### config.mk
export PLATFORM = sky130hd
export DESIGN_NAME = board_input
export DESIGN_NICKNAME = d
export VERILOG_FILES = /design/src/rtl/board_io_pkg.sv /design/src/rtl/debounce_bit.sv /design/src/rtl/board_input.sv
export SDC_FILE = /design/constraint.sdc
export NUM_CORES = 1
export LEC_CHECK = 0
export ABC_AREA = 1
export CAP_MARGIN = 25
export CELL_PAD_IN_SITES_DETAIL_PLACEMENT = 0
export CELL_PAD_IN_SITES_GLOBAL_PLACEMENT = 1
export CORE_MARGIN = 5
export CORE_UTILIZATION = 52
export DETAILED_ROUTE_END_ITERATION = 7
export DONT_BUFFER_PORTS = 1
export PLACE_DENSITY_LB_ADDON = 0.1
export SLEW_MARGIN = 20
export SYNTH_ARGS = -nofsm -noshare
export SYNTH_HDL_FRONTEND = slang
export SYNTH_HIERARCHICAL = 1
export SYNTH_SLANG_ARGS = --single-unit
### constraint.sdc
create_clock -name CLOCK_50 -period 2.8 [get_ports CLOCK_50]
set_clock_uncertainty 0.2 [all_clocks]
set_input_delay 0.42 -clock CLOCK_50 [delete_from_list [all_inputs] [get_ports CLOCK_50]]
set_output_delay 0.42 -clock CLOCK_50 [all_outputs]
set_load 0.01 [all_outputs]
### src/rtl/board_io_pkg.sv
// Shared constants and types for the board input block: read map, bit counts
// and the per-bit debouncer state.
package board_io_pkg;

    localparam int NUM_SW  = 10;
    localparam int NUM_KEY = 4;

    localparam logic [1:0] ADDR_SW  = 2'd0;
    localparam logic [1:0] ADDR_KEY = 2'd1;
    localparam logic [1:0] ADDR_EVT = 2'd2;
    localparam logic [1:0] ADDR_ID  = 2'd3;

    typedef enum logic {
        ST_STABLE   = 1'b0,
        ST_CHANGING = 1'b1
    } deb_state_e;

endpackage

### src/rtl/debounce_bit.sv
// Single-bit synchronizer and debouncer: a new level is accepted only after
// DEB_CYCLES consecutive synchronized samples that differ from the current one.
module debounce_bit
    import board_io_pkg::*;
#(
    parameter int   DEB_CYCLES = 50000,
    parameter logic INVERT     = 1'b0
) (
    input  logic i_clk,
    input  logic i_rst_n,
    input  logic i_raw,
    output logic o_level
);

    localparam logic [15:0] CNT_LAST = 16'(DEB_CYCLES - 1);

    logic        r_sync1;
    logic        r_sync2;
    logic        w_sample;
    deb_state_e  r_state;
    deb_state_e  w_state_next;
    logic [15:0] r_cnt;
    logic [15:0] w_cnt_next;
    logic        r_stable;
    logic        w_stable_next;

    // Two-flop synchronizer on the raw input
    always_ff @(posedge i_clk or negedge i_rst_n) begin
        if (!i_rst_n) begin
            r_sync1 <= 1'b0;
            r_sync2 <= 1'b0;
        end else begin
            r_sync1 <= i_raw;
            r_sync2 <= r_sync1;
        end
    end

    assign w_sample = INVERT ? ~r_sync2 : r_sync2;

    // Debouncer state, counter and accepted level
    always_ff @(posedge i_clk or negedge i_rst_n) begin
        if (!i_rst_n) begin
            r_state  <= ST_STABLE;
            r_cnt    <= 16'd0;
            r_stable <= 1'b0;
        end else begin
            r_state  <= w_state_next;
            r_cnt    <= w_cnt_next;
            r_stable <= w_stable_next;
        end
    end

    // Next state: the terminal count ends CHANGING before the counter can wrap
    always_comb begin
        w_state_next  = r_state;
        w_cnt_next    = r_cnt;
        w_stable_next = r_stable;
        case (r_state)
            ST_STABLE: begin
                if (w_sample != r_stable) begin
                    w_state_next = ST_CHANGING;
                    w_cnt_next   = 16'd1;
                end else begin
                    w_cnt_next   = 16'd0;
                end
            end
            ST_CHANGING: begin
                if (w_sample == r_stable) begin
                    w_state_next = ST_STABLE;
                    w_cnt_next   = 16'd0;
                end else if (r_cnt == CNT_LAST) begin
                    w_state_next  = ST_STABLE;
                    w_cnt_next    = 16'd0;
                    w_stable_next = w_sample;
                end else begin
                    w_cnt_next   = r_cnt + 16'd1;
                end
            end
            default: begin
                w_state_next = ST_STABLE;
                w_cnt_next   = 16'd0;
            end
        endcase
    end

    // Output is the registered accepted level
    always_comb begin
        o_level = r_stable;
    end

endmodule

### src/rtl/board_input.sv
// Debounced switch/key front end with press-edge detection, sticky key event
// flags and a small one-cycle-latency read port.
module board_input
    import board_io_pkg::*;
#(
    parameter int          DEB_CYCLES = 50000,
    parameter logic [31:0] ID_VALUE   = 32'h0B0A_2D01
) (
    input  logic                CLOCK_50,
    input  logic                reset,
    input  logic [NUM_SW-1:0]   SW,
    input  logic [NUM_KEY-1:0]  KEY,
    output logic [NUM_SW-1:0]   sw_level,
    output logic [NUM_KEY-1:0]  key_level,
    output logic [NUM_KEY-1:0]  key_press,
    input  logic                rd_en,
    input  logic [1:0]          rd_addr,
    output logic [31:0]         rd_data,
    output logic                rd_valid
);

    localparam int NUM_BITS = NUM_SW + NUM_KEY;

    logic [NUM_BITS-1:0] w_raw;
    logic [NUM_BITS-1:0] w_level;
    logic [NUM_KEY-1:0]  r_key_prev;
    logic [NUM_KEY-1:0]  r_key_press;
    logic [NUM_KEY-1:0]  r_events;
    logic [NUM_KEY-1:0]  w_evt_clr;
    logic [31:0]         w_rd_mux;
    logic [31:0]         r_rd_data;
    logic                r_rd_valid;

    assign w_raw = {KEY, SW};

    // Keys occupy the upper bits and are inverted after synchronization
    genvar g;
    generate
        for (g = 0; g < NUM_BITS; g++) begin : g_deb
            debounce_bit #(
                .DEB_CYCLES (DEB_CYCLES),
                .INVERT     ((g >= NUM_SW) ? 1'b1 : 1'b0)
            ) u_deb (
                .i_clk   (CLOCK_50),
                .i_rst_n (reset),
                .i_raw   (w_raw[g]),
                .o_level (w_level[g])
            );
        end
    endgenerate

    assign sw_level  = w_level[NUM_SW-1:0];
    assign key_level = w_level[NUM_BITS-1:NUM_SW];
    assign key_press = r_key_press;
    assign rd_data   = r_rd_data;
    assign rd_valid  = r_rd_valid;

    // Press pulse the cycle after a debounced key rises
    always_ff @(posedge CLOCK_50 or negedge reset) begin
        if (!reset) begin
            r_key_prev  <= {NUM_KEY{1'b0}};
            r_key_press <= {NUM_KEY{1'b0}};
        end else begin
            r_key_prev  <= key_level;
            r_key_press <= key_level & ~r_key_prev;
        end
    end

    // Read mux; reading the event register clears exactly the bits returned
    always_comb begin
        w_rd_mux  = 32'd0;
        w_evt_clr = {NUM_KEY{1'b0}};
        case (rd_addr)
            ADDR_SW:  w_rd_mux = {{(32-NUM_SW){1'b0}}, sw_level};
            ADDR_KEY: w_rd_mux = {{(32-NUM_KEY){1'b0}}, key_level};
            ADDR_EVT: w_rd_mux = {{(32-NUM_KEY){1'b0}}, r_events};
            ADDR_ID:  w_rd_mux = ID_VALUE;
            default:  w_rd_mux = 32'd0;
        endcase
        if (rd_en && (rd_addr == ADDR_EVT)) begin
            w_evt_clr = r_events;
        end else begin
            w_evt_clr = {NUM_KEY{1'b0}};
        end
    end

    // Sticky events (set beats clear) and registered read response
    always_ff @(posedge CLOCK_50 or negedge reset) begin
        if (!reset) begin
            r_events   <= {NUM_KEY{1'b0}};
            r_rd_data  <= 32'd0;
            r_rd_valid <= 1'b0;
        end else begin
            r_events   <= (r_events & ~w_evt_clr) | r_key_press;
            r_rd_valid <= rd_en;
            r_rd_data  <= rd_en ? w_rd_mux : 32'd0;
        end
    end

endmodule

==> impl_metrics.py, run 1 <==
metrics = {
    "status": {
        "status": "complete, but fails checks",
        "violations": "negative hold slack",
    },
    "synthesis": {
        "ys.flop_type": "dfrtp_1",
        "synth-async-reset-ratio": 1.000,
        "yosysWarnings": 6,
        "syn_area_per_cell_sq_um": 7.699,
        "syn-cell-area_sq_um": 16420,
        "ys_seq_area_frac": 0.4632,
        "yosysMostFrequentCell": "nand2_1",
        "synthCells": 2133,
        "synth_area_leaders": "dfrtp_1 (46%), nand2_1 (10%), nor2_1 (10%)",
        "ys_ff_latch": 304,
        "yosys-top-cells-count": "nand2_1 (456), nor2_1 (436), dfrtp_1 (304)",
        "yosysTopAreaCell": "dfrtp_1",
        "synth-edff-count": 0,
        "synthDistinctLibCells": 27,
        "netlist.area_leader.share": 0.4632,
    },
    "setup_path": {
        "cp.arrival_ns": 1.32,
        "start_kind": "flop",
        "end_kind": "output pin",
        "cp_max_fo": 8,
        "path_class": "flop to output pin",
        "cp.required_ns": 2.18,
    },
    "cts": {
        "cts_resized": 0,
        "clkTransAtPathRegs_ns": 0.06,
        "cts_setup_buffers": 0,
        "cts_tree": "yes",
        "clock-root-buffer": "clkbuf_16",
        "holdBufCountCts": 17,
        "cts-buffers-inserted": 36,
        "clkLatencyLatePin_ns": 0.52,
        "cts_buffer_depth": 3,
        "cts_sinks": 304,
        "htreeDepth": 2,
    },
    "finish": {
        "fin_nets": 2198,
        "synthToLayoutAreaGrowth_pct": 10.45,
        "post-route-util": 0.5778,
        "n_antenna_cell": 0,
        "drive_gt1_frac": 0.1192,
    },
    "floorplan": {
        "pin_count": 70,
        "die_width_um": 187.7,
        "fp-row-count": 65,
        "fp.coreArea_sq_um": 31390,
        "fp.dieArea_sq_um": 35240,
        "initial_core_util": 0.5231,
        "die_h_um": 187.7,
    },
    "global_route": {
        "grt_util_all_layers": 0.1975,
        "antenna_found_initial": 1,
        "gr-total-overflow": 0,
        "grt_pass1_vias": 12530,
        "grt_max_degree": 305,
        "grt_pass1_wl_um": 59580,
    },
    "timing": {
        "drv_slew": 0,
        "slew_headroom": 0.5264,
        "holdWs_ns": -0.5950,
        "max_freq_mhz": 516.7,
        "finalSetupTns_ns": 0,
        "post-route-period-util": 0.6912,
        "worst_slew_pin_slew_ns": 0.7109,
        "rsz0062_at_grt": "no",
        "setup_violations": 0,
        "fin_crit_ns": 1.935,
        "hold_viol": 304,
    },
    "place": {
        "numPortBuffers": 0,
        "gp_congestion": 0.8529,
        "dpl.hpwl_um": 24420,
    },
    "power_and_ir_drop": {
        "ir_drop_v": 0.0005074,
        "swShare": 0.2158,
        "pwr-share-comb": 0.041,
        "cell_internal_pwr_uw": 7976,
        "clock_power_share": 0.508,
        "leakage_uw": 0.008244,
        "cellPowerDensity_nw_per_um2": 560.7,
        "seqPwrFrac": 0.451,
        "p_sw_uw": 2195,
    },
    "drt": {
        "drcViolationCount": 0,
        "drt_iter0_drc": 706,
        "antenna_left": 0,
        "vias": 12860,
        "firstDrtPassIters": 5,
        "wl_per_cell_um": 13.17,
        "wl_um": 34130,
        "viasPerCell": 4.961,
    },
    "hold_path": {
        "min_path_type": "input port to asynchronous set/reset pin",
    },
    "run": {
        "cap_violations": 0,
    },
}
cell usage in the layout, fill, tap and decap left out, types with 32 or more instances in the layout:
cell	count
nor3_2	32
nor2_2	60
inv_1	293
nand4_1	57
nand2_1	456
nand2_2	48
nand3_1	203
nor2_1	436
dfrtp_1	304
clkbuf_16	36
o21ai_0	43
through the flow:
stage | cell area (sq um) | power (uW) | hold WS [ns] | std cells | setup WS, ns
2_1_floorplan | 16470 | 5031 | -0.07559 | 2146 | 1.274
3_3_place_gp | 16650 | 5056 | -0.06432 | 2512 | 1.064
3_5_place_dp | 16650 | 5063 | -0.06347 | 2512 | 0.9996
4_1_cts | 18140 | 10340 | -0.6240 | 2592 | 0.8354
5_1_grt | 18140 | 10600 | -0.6315 | 2592 | 0.7925
6_report | 18140 | 10170 | -0.5950 | 2592 | 0.8647
layout make-up:
cell class              instances  area, sq um
fillers                      2975        13250
flip-flops and latches        304         7607
multi-input cells            1496         7373
inverters                     310         1164
clock buffers                  44        980.9
well taps                     402        503.0
clock inverters                19        340.3
repair buffers                 17        170.2
logic make-up (layout without fill, tap and decap cells):
logic type / count (synthesis) / in the layout / synth area share
simple gates: 1350 / 1350 / 0.3792
buf+inv: 346 / 390 / 0.09074
flops: 304 / 304 / 0.4632
compound gates: 62 / 62 / 0.01966
xor+xnor: 56 / 56 / 0.03627
fa+ha+maj: 14 / 14 / 0.01067
other cells: 1 / 14 / 0.0002284
sequential cells by signal (all words and copies together), names as in the netlist:
signal / count
rd_valid: 1
g_deb.u_deb/r_sync2: 14
g_deb.u_deb/o_level: 14
g_deb.u_deb/r_cnt: 224
r_events: 4
r_key_prev: 4
rd_data: 11
g_deb.u_deb/r_sync1: 14
g_deb.u_deb/r_state: 14
key_press: 4
metal layers:
| layer | routed length, um | global-route usage | up-vias |
|---|---|---|---|
| li1 | - | - | 6653 |
| met1 | 16080 | 0.2752 | 5941 |
| met2 | 15810 | 0.3224 | 210 |
| met3 | 1531 | 0.03593 | 56 |
| met4 | 707 | 0.04997 | 0 |
| met5 | 0 | 0 | - |
power by group through the flow:
stage          sequential (uW)  clock, uW  combinational, uW
6_report                  4580       5170                419
5_1_grt                   4600       5530                480
4_1_cts                   4580       5330                426
3_5_place_dp              4660          0                400
3_3_place_gp              4660          0                398
2_1_floorplan             4640          0                390
path summary, 6_finish.rpt:
check                                              from                        to  slack (ns)  cells after the start
min in group CLOCK_50                        rd_addr[0]                rd_data[5]        0.02                      3
worst max-delay path                        rd_data[25]               rd_data[11]        0.86                      0
max in group asynchronous                         reset  g_deb[6].u_deb/r_cnt[13]        2.59                      0
worst min-delay path                              reset    g_deb[7].u_deb/o_level       -0.59                      0
worst max register to register  g_deb[7].u_deb/r_cnt[0]   g_deb[7].u_deb/r_cnt[0]        1.01                      8
worst min register to register   g_deb[5].u_deb/r_sync1    g_deb[5].u_deb/r_sync2        0.14                      0
No activity file was read; power rests on OpenSTA's default activity.
==> run 2, diff against run 1 <==
--- a/config.mk
+++ b/config.mk
@@ -10,7 +10,7 @@
 export CELL_PAD_IN_SITES_DETAIL_PLACEMENT = 0
 export CELL_PAD_IN_SITES_GLOBAL_PLACEMENT = 1
 export CORE_MARGIN = 5
-export CORE_UTILIZATION = 52
+export CORE_UTILIZATION = 43
 export DETAILED_ROUTE_END_ITERATION = 7
 export DONT_BUFFER_PORTS = 1
 export PLACE_DENSITY_LB_ADDON = 0.1
==> constraint.sdc (replaced) <==
create_clock -name CLOCK_50 -period 1.6 [get_ports CLOCK_50]
set_clock_uncertainty 0.2 [all_clocks]
set_input_delay 0.24 -clock CLOCK_50 [delete_from_list [all_inputs] [get_ports CLOCK_50]]
set_output_delay 0.24 -clock CLOCK_50 [all_outputs]
set_load 0.01 [all_outputs]
==> impl_metrics.py, run 2 (synthesized netlist as in run 1, its figures left out) <==
metrics = {
    "setup_path": {
        "cp.required_ns": 1.82,
        "crit_slowest_cell": "dfrtp_1",
        "path_class": "flop to flop",
        "crit_path_start": "g_deb[0].u_deb/r_cnt[0]",
        "path_cells": "ha_2, nand2_2, inv_4, nand2_4, nor2_4, nand2_2, nand2_4, buf_12, nor2_1",
        "end_kind": "flop",
        "cp.arrival_ns": 1.82,
        "reg2reg_from": "g_deb[0].u_deb/r_cnt[0]",
        "r2r_setup_slack_ns": 0.001,
        "cp_max_fo": 6,
        "start_kind": "flop",
        "cp_slowest_stage_delay_ns": 0.35,
    },
    "finish": {
        "n_antenna_cell": 0,
        "largest-register": "g_deb.u_deb/r_cnt",
        "final_cell_mix": "nand2_1 (425), nor2_1 (371), dfrtp_1 (296), inv_1 (289), nand3_1 (186)",
        "layout_commonest_cell": "nand2_1",
        "synthToLayoutAreaGrowth_pct": 25.85,
        "largest_register_ffs": 224,
        "fin_nets": 2410,
        "drive_gt1_frac": 0.2530,
    },
    "cts": {
        "clock-root-buffer": "clkbuf_16",
        "holdBufCountCts": 17,
        "clkLatencyLatePin_ns": 0.55,
        "cts_sinks": 304,
        "cts_buffer_depth": 3,
        "clkTransAtPathRegs_ns": 0.06,
        "htreeDepth": 2,
        "cts-buffers-inserted": 37,
        "cts_tree": "yes",
    },
    "global_route": {
        "grt_max_degree": 305,
        "gr-total-overflow": 0,
        "grt_pass1_vias": 13510,
        "grt_pass1_wl_um": 63220,
        "grt_util_all_layers": 0.1801,
        "antenna_found_initial": 1,
    },
    "floorplan": {
        "fp.dieArea_sq_um": 42200,
        "initial_core_util": 0.4360,
        "pin_count": 70,
        "die_width_um": 205.4,
        "fp.coreArea_sq_um": 37670,
        "fp-row-count": 71,
        "die_h_um": 205.4,
    },
    "timing": {
        "slew_headroom": 0.6331,
        "fin_crit_ns": 1.599,
        "rsz0062_at_grt": "yes",
        "worst_slew_pin_slew_ns": 0.5504,
        "drv_slew": 0,
        "setup_violations": 0,
        "holdWs_ns": -0.8006,
        "max_freq_mhz": 625.4,
        "hold_viol": 304,
        "post-route-period-util": 0.9994,
    },
    "power_and_ir_drop": {
        "cellPowerDensity_nw_per_um2": 864.4,
        "p_total_uw": 17860,
        "ir_drop_v": 0.0007466,
        "leakage_uw": 0.009465,
    },
    "hold_path": {
        "min_path_type": "input port to asynchronous set/reset pin",
    },
    "drt": {
        "firstDrtPassIters": 4,
        "drcViolationCount": 0,
        "viasPerCell": 4.693,
        "antenna_left": 0,
        "wl_per_cell_um": 12.70,
        "wl_um": 37000,
        "drt_iter0_drc": 607,
        "vias": 13680,
    },
    "status": {
        "violations": "negative hold slack",
        "status": "complete, but fails checks",
    },
    "run": {
        "cap_violations": 0,
    },
    "place": {
        "dpl.hpwl_um": 26420,
        "numPortBuffers": 0,
        "gp_congestion": 0.8283,
    },
}
==> run 2: cell types whose count changed in the layout (fill, tap and decap cells not counted), moves of 12 or more <==
cell and change:
nor2_2 +42, nand2_4 +18, nand3_1 -17, nor2_1 -65
nand2_1 -31, buf_4 +174, ha_2 +12, ha_1 -12
buf_6 +26, nand3_2 +17, nor2_4 +23
==> run 2: per-layer routing <==
layer | track usage | part of all wire | vias up
li1 | - | - | 7092
met1 | 0.2434 | 0.47 | 6378
met4 | 0.05885 | 0.026 | 0
met5 | 0 | 0 | -
met2 | 0.2951 | 0.47 | 144
met3 | 0.03231 | 0.037 | 62
==> run 2: path summary, 6_finish.rpt <==
path                                      endpoint  cells after the start
min in group CLOCK_50      g_deb[10].u_deb/r_sync1                      1
hold reg to reg             g_deb[7].u_deb/r_sync2                      0
max in group asynchronous  g_deb[6].u_deb/r_cnt[3]                      0
hold / removal             g_deb[3].u_deb/r_cnt[8]                      0
setup / recovery           g_deb[0].u_deb/r_cnt[4]                      9
setup reg to reg           g_deb[0].u_deb/r_cnt[4]                      9
==> run 2: power by group <==
group          total, uW  internal, uW  switching, uW
Combinational       1140           543            593
Clock               8720          5410           3300
Sequential          8010          7880            132
==> run 2: critical path, delay by kind of cell (launching register included) <==
family	cells	cell delay (ns)
adder cells (fa/ha/maj)	1	0.19
flip-flops	1	0.35
buffers and inverters	2	0.22
AND/OR/NAND/NOR	6	0.51
==> run 2: through the flow <==
stage | util | instance area [sq um] | cells | setup TNS (ns) | setup slack [ns]
final | 0.5487 | 20670 | 2914 | 0 | 0.001012
after floorplan | - | 16470 | 2146 | 0 | 0.07365
after global placement | 0.4838 | 18220 | 2796 | -0.2667 | -0.02455
after CTS | 0.5250 | 19770 | 2882 | 0 | 0.0001015
after global routing | 0.5487 | 20670 | 2914 | -2.765 | -0.08410
after detailed placement | 0.4838 | 18220 | 2796 | -1.257 | -0.05617
==> run 2: final cells by class <==
type	instances	area [sq um]
Clock buffer	52	1095
Clock inverter	13	176.4
Fill cell	3613	17000
Inverter	310	1169
Multi-Input combinational cell	1496	7986
Sequential cell	304	7617
Tap cell	511	639.4
Timing Repair Buffer	228	1984
==> run 2: repair_timing <==
item / 4_1_cts / 5_1_grt
endpoints found under the setup margin: 92 / 204
pin swaps: 6 / 58
endpoints found under the hold margin: 334 / 304
setup buffers: 4 / 32
resized for setup: 22 / 197
==> run 3, diff against run 2 <==
--- a/config.mk
+++ b/config.mk
@@ -17,5 +17,4 @@
 export SLEW_MARGIN = 20
 export SYNTH_ARGS = -nofsm -noshare
 export SYNTH_HDL_FRONTEND = slang
-export SYNTH_HIERARCHICAL = 1
 export SYNTH_SLANG_ARGS = --single-unit
==> impl_metrics.py, run 3 <==
metrics = {
    "synthesis": {
        "yosysMostFrequentCell": "nor2_1",
        "synth_area_leaders": "dfrtp_1 (48%), nor2_1 (10%), nand2_1 (9.7%)",
        "syn-cell-area_sq_um": 15790,
        "synth_fa_ha_area_frac": 0.01110,
        "ys.flop_type": "dfrtp_1",
        "synth_xor_area_frac": 0.03313,
        "synth-async-reset-ratio": 1.000,
        "synthSimpleGateAreaFrac": 0.3345,
        "ys_seq_area_frac": 0.4819,
        "yosysWarnings": 0,
        "synth_top_family_by_area": "simple AND/OR/NAND/NOR gates",
        "syn_area_per_cell_sq_um": 7.648,
        "synthDistinctLibCells": 42,
        "yosys-top-cells-count": "nor2_1 (436), nand2_1 (409), dfrtp_1 (304)",
        "synthMuxAreaShare": 0,
        "synth-edff-count": 0,
        "ys_ff_latch": 304,
        "synth_compound_area_frac": 0.04510,
        "netlist.area_leader.share": 0.4819,
        "synthCells": 2064,
        "yosysTopAreaCell": "dfrtp_1",
    },
    "power_and_ir_drop": {
        "ir_drop_v": 0.001036,
        "pwr-share-comb": 0.055,
        "seqPwrFrac": 0.449,
        "cell_internal_pwr_uw": 13820,
        "p_sw_uw": 3998,
        "cellPowerDensity_nw_per_um2": 893.8,
        "swShare": 0.2244,
        "clock_power_share": 0.496,
        "leakage_uw": 0.009144,
    },
    "timing": {
        "post-route-period-util": 0.9938,
        "drv_slew": 0,
        "hold_viol": 304,
        "max_freq_mhz": 628.9,
        "setup_ws_ns": 0.009899,
        "holdWs_ns": -0.7971,
        "setup_violations": 0,
        "rsz0062_at_grt": "yes",
        "fin_crit_ns": 1.590,
        "slew_headroom": 0.3980,
        "worst_slew_pin_slew_ns": 0.9030,
    },
    "setup_path": {
        "cp.arrival_ns": 1.82,
        "cp_max_fo": 6,
        "cp_slowest_stage_delay_ns": 0.37,
        "cp_top_family": "simple AND/OR/NAND/NOR gates",
        "path_class": "flop to flop",
        "crit_slowest_cell": "dfrtp_1",
        "start_kind": "flop",
        "path_common_cell": "nor2_4",
        "worst-path-buf-inv": 2,
        "cp.required_ns": 1.83,
        "path_cells": "ha_2, nand2_4, nor2_4, inv_2, nor2_4, nand2_2, buf_6, nand3_2, nor2_2",
        "end_kind": "flop",
    },
    "global_route": {
        "grt_util_all_layers": 0.1777,
        "gr-total-overflow": 0,
        "grt_pass1_wl_um": 61890,
        "grt_max_degree": 305,
        "grt_pass1_vias": 13190,
        "antenna_found_initial": 0,
    },
    "floorplan": {
        "die_h_um": 201.6,
        "fp-row-count": 70,
        "fp.coreArea_sq_um": 36430,
        "initial_core_util": 0.4332,
        "pin_count": 70,
        "fp.dieArea_sq_um": 40640,
        "die_width_um": 201.6,
    },
    "drt": {
        "firstDrtPassIters": 7,
        "drcViolationCount": 0,
        "viasPerCell": 4.810,
        "antenna_left": 0,
        "vias": 13330,
        "drt_iter0_drc": 531,
        "wl_per_cell_um": 13.21,
        "wl_um": 36620,
    },
    "finish": {
        "synthToLayoutAreaGrowth_pct": 26.28,
        "drive_gt1_frac": 0.2096,
        "finalInstanceArea_sq_um": 19930,
        "fill_cells": 3493,
        "fin_nets": 2312,
        "final_cell_mix": "nand2_1 (390), nor2_1 (372), dfrtp_1 (295), inv_1 (285), nand3_1 (192)",
        "layout_commonest_cell": "nand2_1",
        "largest_register_ffs": 224,
        "n_antenna_cell": 0,
        "largest-register": "g_deb.u_deb.r_cnt",
    },
    "place": {
        "dp_slack_ns": -0.04951,
        "numPortBuffers": 0,
        "dpl_cell_area_sq_um": 17430,
        "gp_congestion": 0.8655,
        "dpl.hpwl_um": 25350,
    },
    "status": {
        "violations": "negative hold slack",
        "status": "complete, but fails checks",
    },
    "cts": {
        "clkTransAtPathRegs_ns": 0.06,
        "holdBufCountCts": 17,
        "cts_tree": "yes",
        "cts-buffers-inserted": 38,
        "cts_buffer_depth": 3,
        "clkLatencyLatePin_ns": 0.54,
        "htreeDepth": 2,
        "clock-root-buffer": "clkbuf_16",
        "cts_sinks": 304,
    },
    "run": {
        "cap_violations": 0,
    },
    "hold_path": {
        "min_path_type": "input port to asynchronous set/reset pin",
    },
}
[run 3: cell types whose count changed in the layout (fill, tap and decap cells not counted), moves of 20 or more]
cell,change
nor2_2,-53
nand2_2,-37
nand2_1,-35
nand4_1,-25
nor3_1,+20
o21bai_1,+20
[run 3: final timing paths]
path                       depth (start not counted)                    start  slack (ns)                       end
min reg2reg                                        0   g_deb[3].u_deb.r_sync1        0.15    g_deb[3].u_deb.r_sync2
max in group asynchronous                          0                    reset        1.22  g_deb[11].u_deb.r_cnt[4]
min                                                0                    reset       -0.80   g_deb[7].u_deb.r_cnt[9]
min in group CLOCK_50                              1                    SW[1]        0.05    g_deb[1].u_deb.r_sync1
max                                                9  g_deb[1].u_deb.r_cnt[1]        0.01  g_deb[1].u_deb.r_cnt[15]
max reg2reg                                        9  g_deb[1].u_deb.r_cnt[1]        0.01  g_deb[1].u_deb.r_cnt[15]
[run 3: cells by family (layout without fill, tap and decap cells)]
| logic type | after synthesis | in the layout |
|---|---|---|
| buffers and inverters | 344 | 567 |
| adder cells (fa/ha/maj) | 14 | 14 |
| XOR/XNOR | 58 | 58 |
| AND/OR/NAND/NOR | 1221 | 1225 |
| flip-flops | 304 | 304 |
| AO/OA/AOI/OAI | 122 | 122 |
| other | 1 | 14 |
[run 3: area by class of cell]
class,instances,area (sq um),share of cell area
timing repair buffer,205,1754,0.08800
clock buffer,46,1022,0.05128
tap,468,585.6,0.02938
clock inverter,19,259.0,0.01299
sequential,304,7619,0.3822
multi-input combinational,1433,7579,0.3802
inverter,297,1115,0.05593
[run 3: metrics by stage]
stage	util	TNS, ns	power [uW]	hold WS [ns]	cells
CTS	0.5208	-0.003401	17980	-0.8305	2757
floorplan	-	0	8656	-0.2556	2077
finish	0.5471	0	17820	-0.7971	2772
global placement	0.4784	-0.008294	8882	-0.2456	2672
detailed placement	0.4784	-0.6802	8896	-0.2440	2672
global route	0.5471	-2.401	18630	-0.8388	2772
[run 3: routing by layer]
metal  wire [um]  GRT usage  up-vias
met2       16900     0.2889      176
met3        1418    0.03852       48
met5           0          0        -
li1            -          -     6874
met1       17630     0.2446     6235
met4         668    0.04272        0
[run 3: power by group through the flow]
| stage | Sequential [uW] | Combinational, uW | Clock [uW] |
|---|---|---|---|
| after floorplan | 8100 | 561 | 0 |
| after detailed placement | 8110 | 785 | 0 |
| after global routing | 8020 | 1100 | 9510 |
| after CTS | 7970 | 848 | 9160 |
| after global placement | 8110 | 775 | 0 |
| final | 8000 | 975 | 8840 |
[run 3: what timing repair did]
item | 4_1_cts | 5_1_grt
pin swaps | 1 | 65
endpoints found under the hold margin | 334 | 304
setup buffers | 1 | 11
setup endpoints to repair | 60 | 232
gates resized for setup | 19 | 232
gates cloned | 2 | 4
==> edit (flow settings as in run 3) <==
Reset style: synchronous (`i_rst_n` and `reset`), changed in 4 clocked blocks.
--- a/src/rtl/debounce_bit.sv
+++ b/src/rtl/debounce_bit.sv
@@ -27,3 +27,3 @@
     // Two-flop synchronizer on the raw input
-    always_ff @(posedge i_clk or negedge i_rst_n) begin
+    always_ff @(posedge i_clk) begin
         if (!i_rst_n) begin
@@ -40,3 +40,3 @@
     // Debouncer state, counter and accepted level
-    always_ff @(posedge i_clk or negedge i_rst_n) begin
+    always_ff @(posedge i_clk) begin
         if (!i_rst_n) begin
--- a/src/rtl/board_input.sv
+++ b/src/rtl/board_input.sv
@@ -58,3 +58,3 @@
     // Press pulse the cycle after a debounced key rises
-    always_ff @(posedge CLOCK_50 or negedge reset) begin
+    always_ff @(posedge CLOCK_50) begin
         if (!reset) begin
@@ -87,3 +87,3 @@
     // Sticky events (set beats clear) and registered read response
-    always_ff @(posedge CLOCK_50 or negedge reset) begin
+    always_ff @(posedge CLOCK_50) begin
         if (!reset) begin
Function: differs if reset is asserted again (counterexample within 4 cycles, from zero or initial values and one cycle with reset low); with reset held inactive, the same outputs for 4 cycles.
==> edit against run 3 <==
- count of clock-buffer cells in the layout increased by 1
- setup slack improved by 0.020 ns
- sequential cell count unchanged
- the run still ends with hold timing left
- sequential share of layout area decreased by 3.7 points
- synthesized cell count decreased by 3.7%
- critical path type unchanged
- global-route usage decreased by 0.25 points
- routed wire length decreased by 12%
- non-clock buffer count decreased by 37
- area after synthesis decreased by 11%
- final area decreased by 11%
Power is not compared: it rests on default switching activity, and its combinational part moved more than twofold at a synthesized area within 25%.
==> edit: results (changes against run 3) <==
==============================================================================
Final Hold Vio Count                                                         2   was 304
Detailed-route via count                                                 12300   was 13300
Final #Nets                                                               2184   was 2312
Placed Instance Area                                                0.0153 mm²   was 0.0174 mm²
Largest net degree at the start of global routing                           19   was 305
Result of the run                                                 finished, violations left   unchanged
GR Util All Layers                                                       17.5%   was 17.8%
Async set or reset register ratio after synthesis                           0%   was 100%
Crit-path slowest cell                                                 dfxtp_2   was dfrtp_1
Top cells by instance count after synthesis                       449 x nand2_1, 304 x dfxtp_1, 292 x inv_1, 285 x nor2_1, 132 x a21oi_1   was 436 x nor2_1, 409 x nand2_1, 304 x dfrtp_1, 294 x inv_1, 228 x nand3_1
Met3 track utilization from global routing                               3.02%   was 3.85%
Per-cell routed wire length                                            12.4 µm   was 13.2 µm
Yosys cell types                                                            33   was 42
First-pass iteration count of the detailed router                            5   was 7
Share of layout cells above drive strength 1                             19.3%   was 21.0%
Sequential element share of the synthesized area                         43.4%   was 48.2%
Insertion delay of the later-clocked pin in the worst-skew pair        0.52 ns   was 0.54 ns
Number of vias per cell                                                   4.69   was 4.81
Hold Worst Slack                                                    -0.0165 ns   was -0.797 ns
Synth Area in Compound Gates                                             7.39%   was 4.51%
Drt first-iter violations                                                  468   was 531
Routed metal-1 wirelength                                             15300 µm   was 17600 µm
Buffer cell driving the clock tree root                              clkbuf_16   unchanged
Hold WC Path Type                                                    in -> reg   was in -> async
First-pass GRT wire length                                            54000 µm   was 61900 µm
Length of routed met2 wiring                                          15200 µm   was 16900 µm
Main area contributors after synthesis                            dfxtp_1 43%, nand2_1 12%, inv_1 7.8%   was dfrtp_1 48%, nor2_1 10%, nand2_1 9.7%
Post-Place Setup Slack                                              -0.0215 ns   was -0.0495 ns
Flip-flop cell with the highest count after synthesis                  dfxtp_1   was dfrtp_1
Adder-Cell Fraction of Synth Area                                        1.25%   was 1.11%
Met3 wirelength from detailed routing                                  1250 µm   was 1420 µm
Violations in the final reports                                    hold timing   unchanged
Depth of the worst register-to-register path                                 7   was 9
GP Congestion                                                            0.818   was 0.866
Global Route met1 Usage                                                  23.2%   was 24.5%
Xor/xnor share of the synthesized area                                   3.69%   was 3.31%
==============================================================================
-- edit: cell count changes in the layout (fill, tap and decap cells not counted), moves of 20 or more --
cell / delta
o21bai_1: -23
or2_2: +22
buf_4: -62
nor3_1: +22
a21oi_1: +110
nand4_1: +24
nand3_1: -75
dfxtp_1: +270
nand2_1: +39
dfrtp_1: -295
nand2_4: -20
nor2_1: -126
dfxtp_2: +32
-- edit: final cells by class --
type | count | area [µm²]
fillers | 3154 | 14600
multi-input cells | 1343 | 7000
flip-flops and latches | 304 | 6130
repair buffers | 168 | 1710
inverters | 297 | 1110
clock buffers | 47 | 1090
well taps | 442 | 553
clock inverters | 18 | 180
-- edit: worst max path at each step --
stage	start	end	slack, ns	cells after the start
6_report	g_deb[3].u_deb.r_cnt[0]	g_deb[3].u_deb.r_cnt[8]	0.03	7
5_1_grt	g_deb[3].u_deb.r_cnt[1]	g_deb[3].u_deb.r_cnt[8]	-0.06	7
4_1_cts	g_deb[9].u_deb.r_cnt[1]	g_deb[9].u_deb.r_cnt[7]	0.003	9
3_5_place_dp	g_deb[7].u_deb.r_cnt[0]	g_deb[7].u_deb.r_cnt[14]	-0.02	8
3_3_place_gp	g_deb[6].u_deb.r_cnt[0]	g_deb[6].u_deb.r_cnt[5]	0.02	9
2_1_floorplan	g_deb[12].u_deb.r_cnt[0]	g_deb[12].u_deb.r_cnt[2]	0.004	9
-- edit: what timing repair did --
action / 4_1_cts / 5_1_grt
endpoints found under the setup margin: 26 / 233
buffers inserted: 0 / 8
pin swaps: 2 / 39
gates cloned: 0 / 5
endpoints found under the hold margin: 72 / 1
gates resized for setup: 10 / 183
hold buffers: 35 / 2
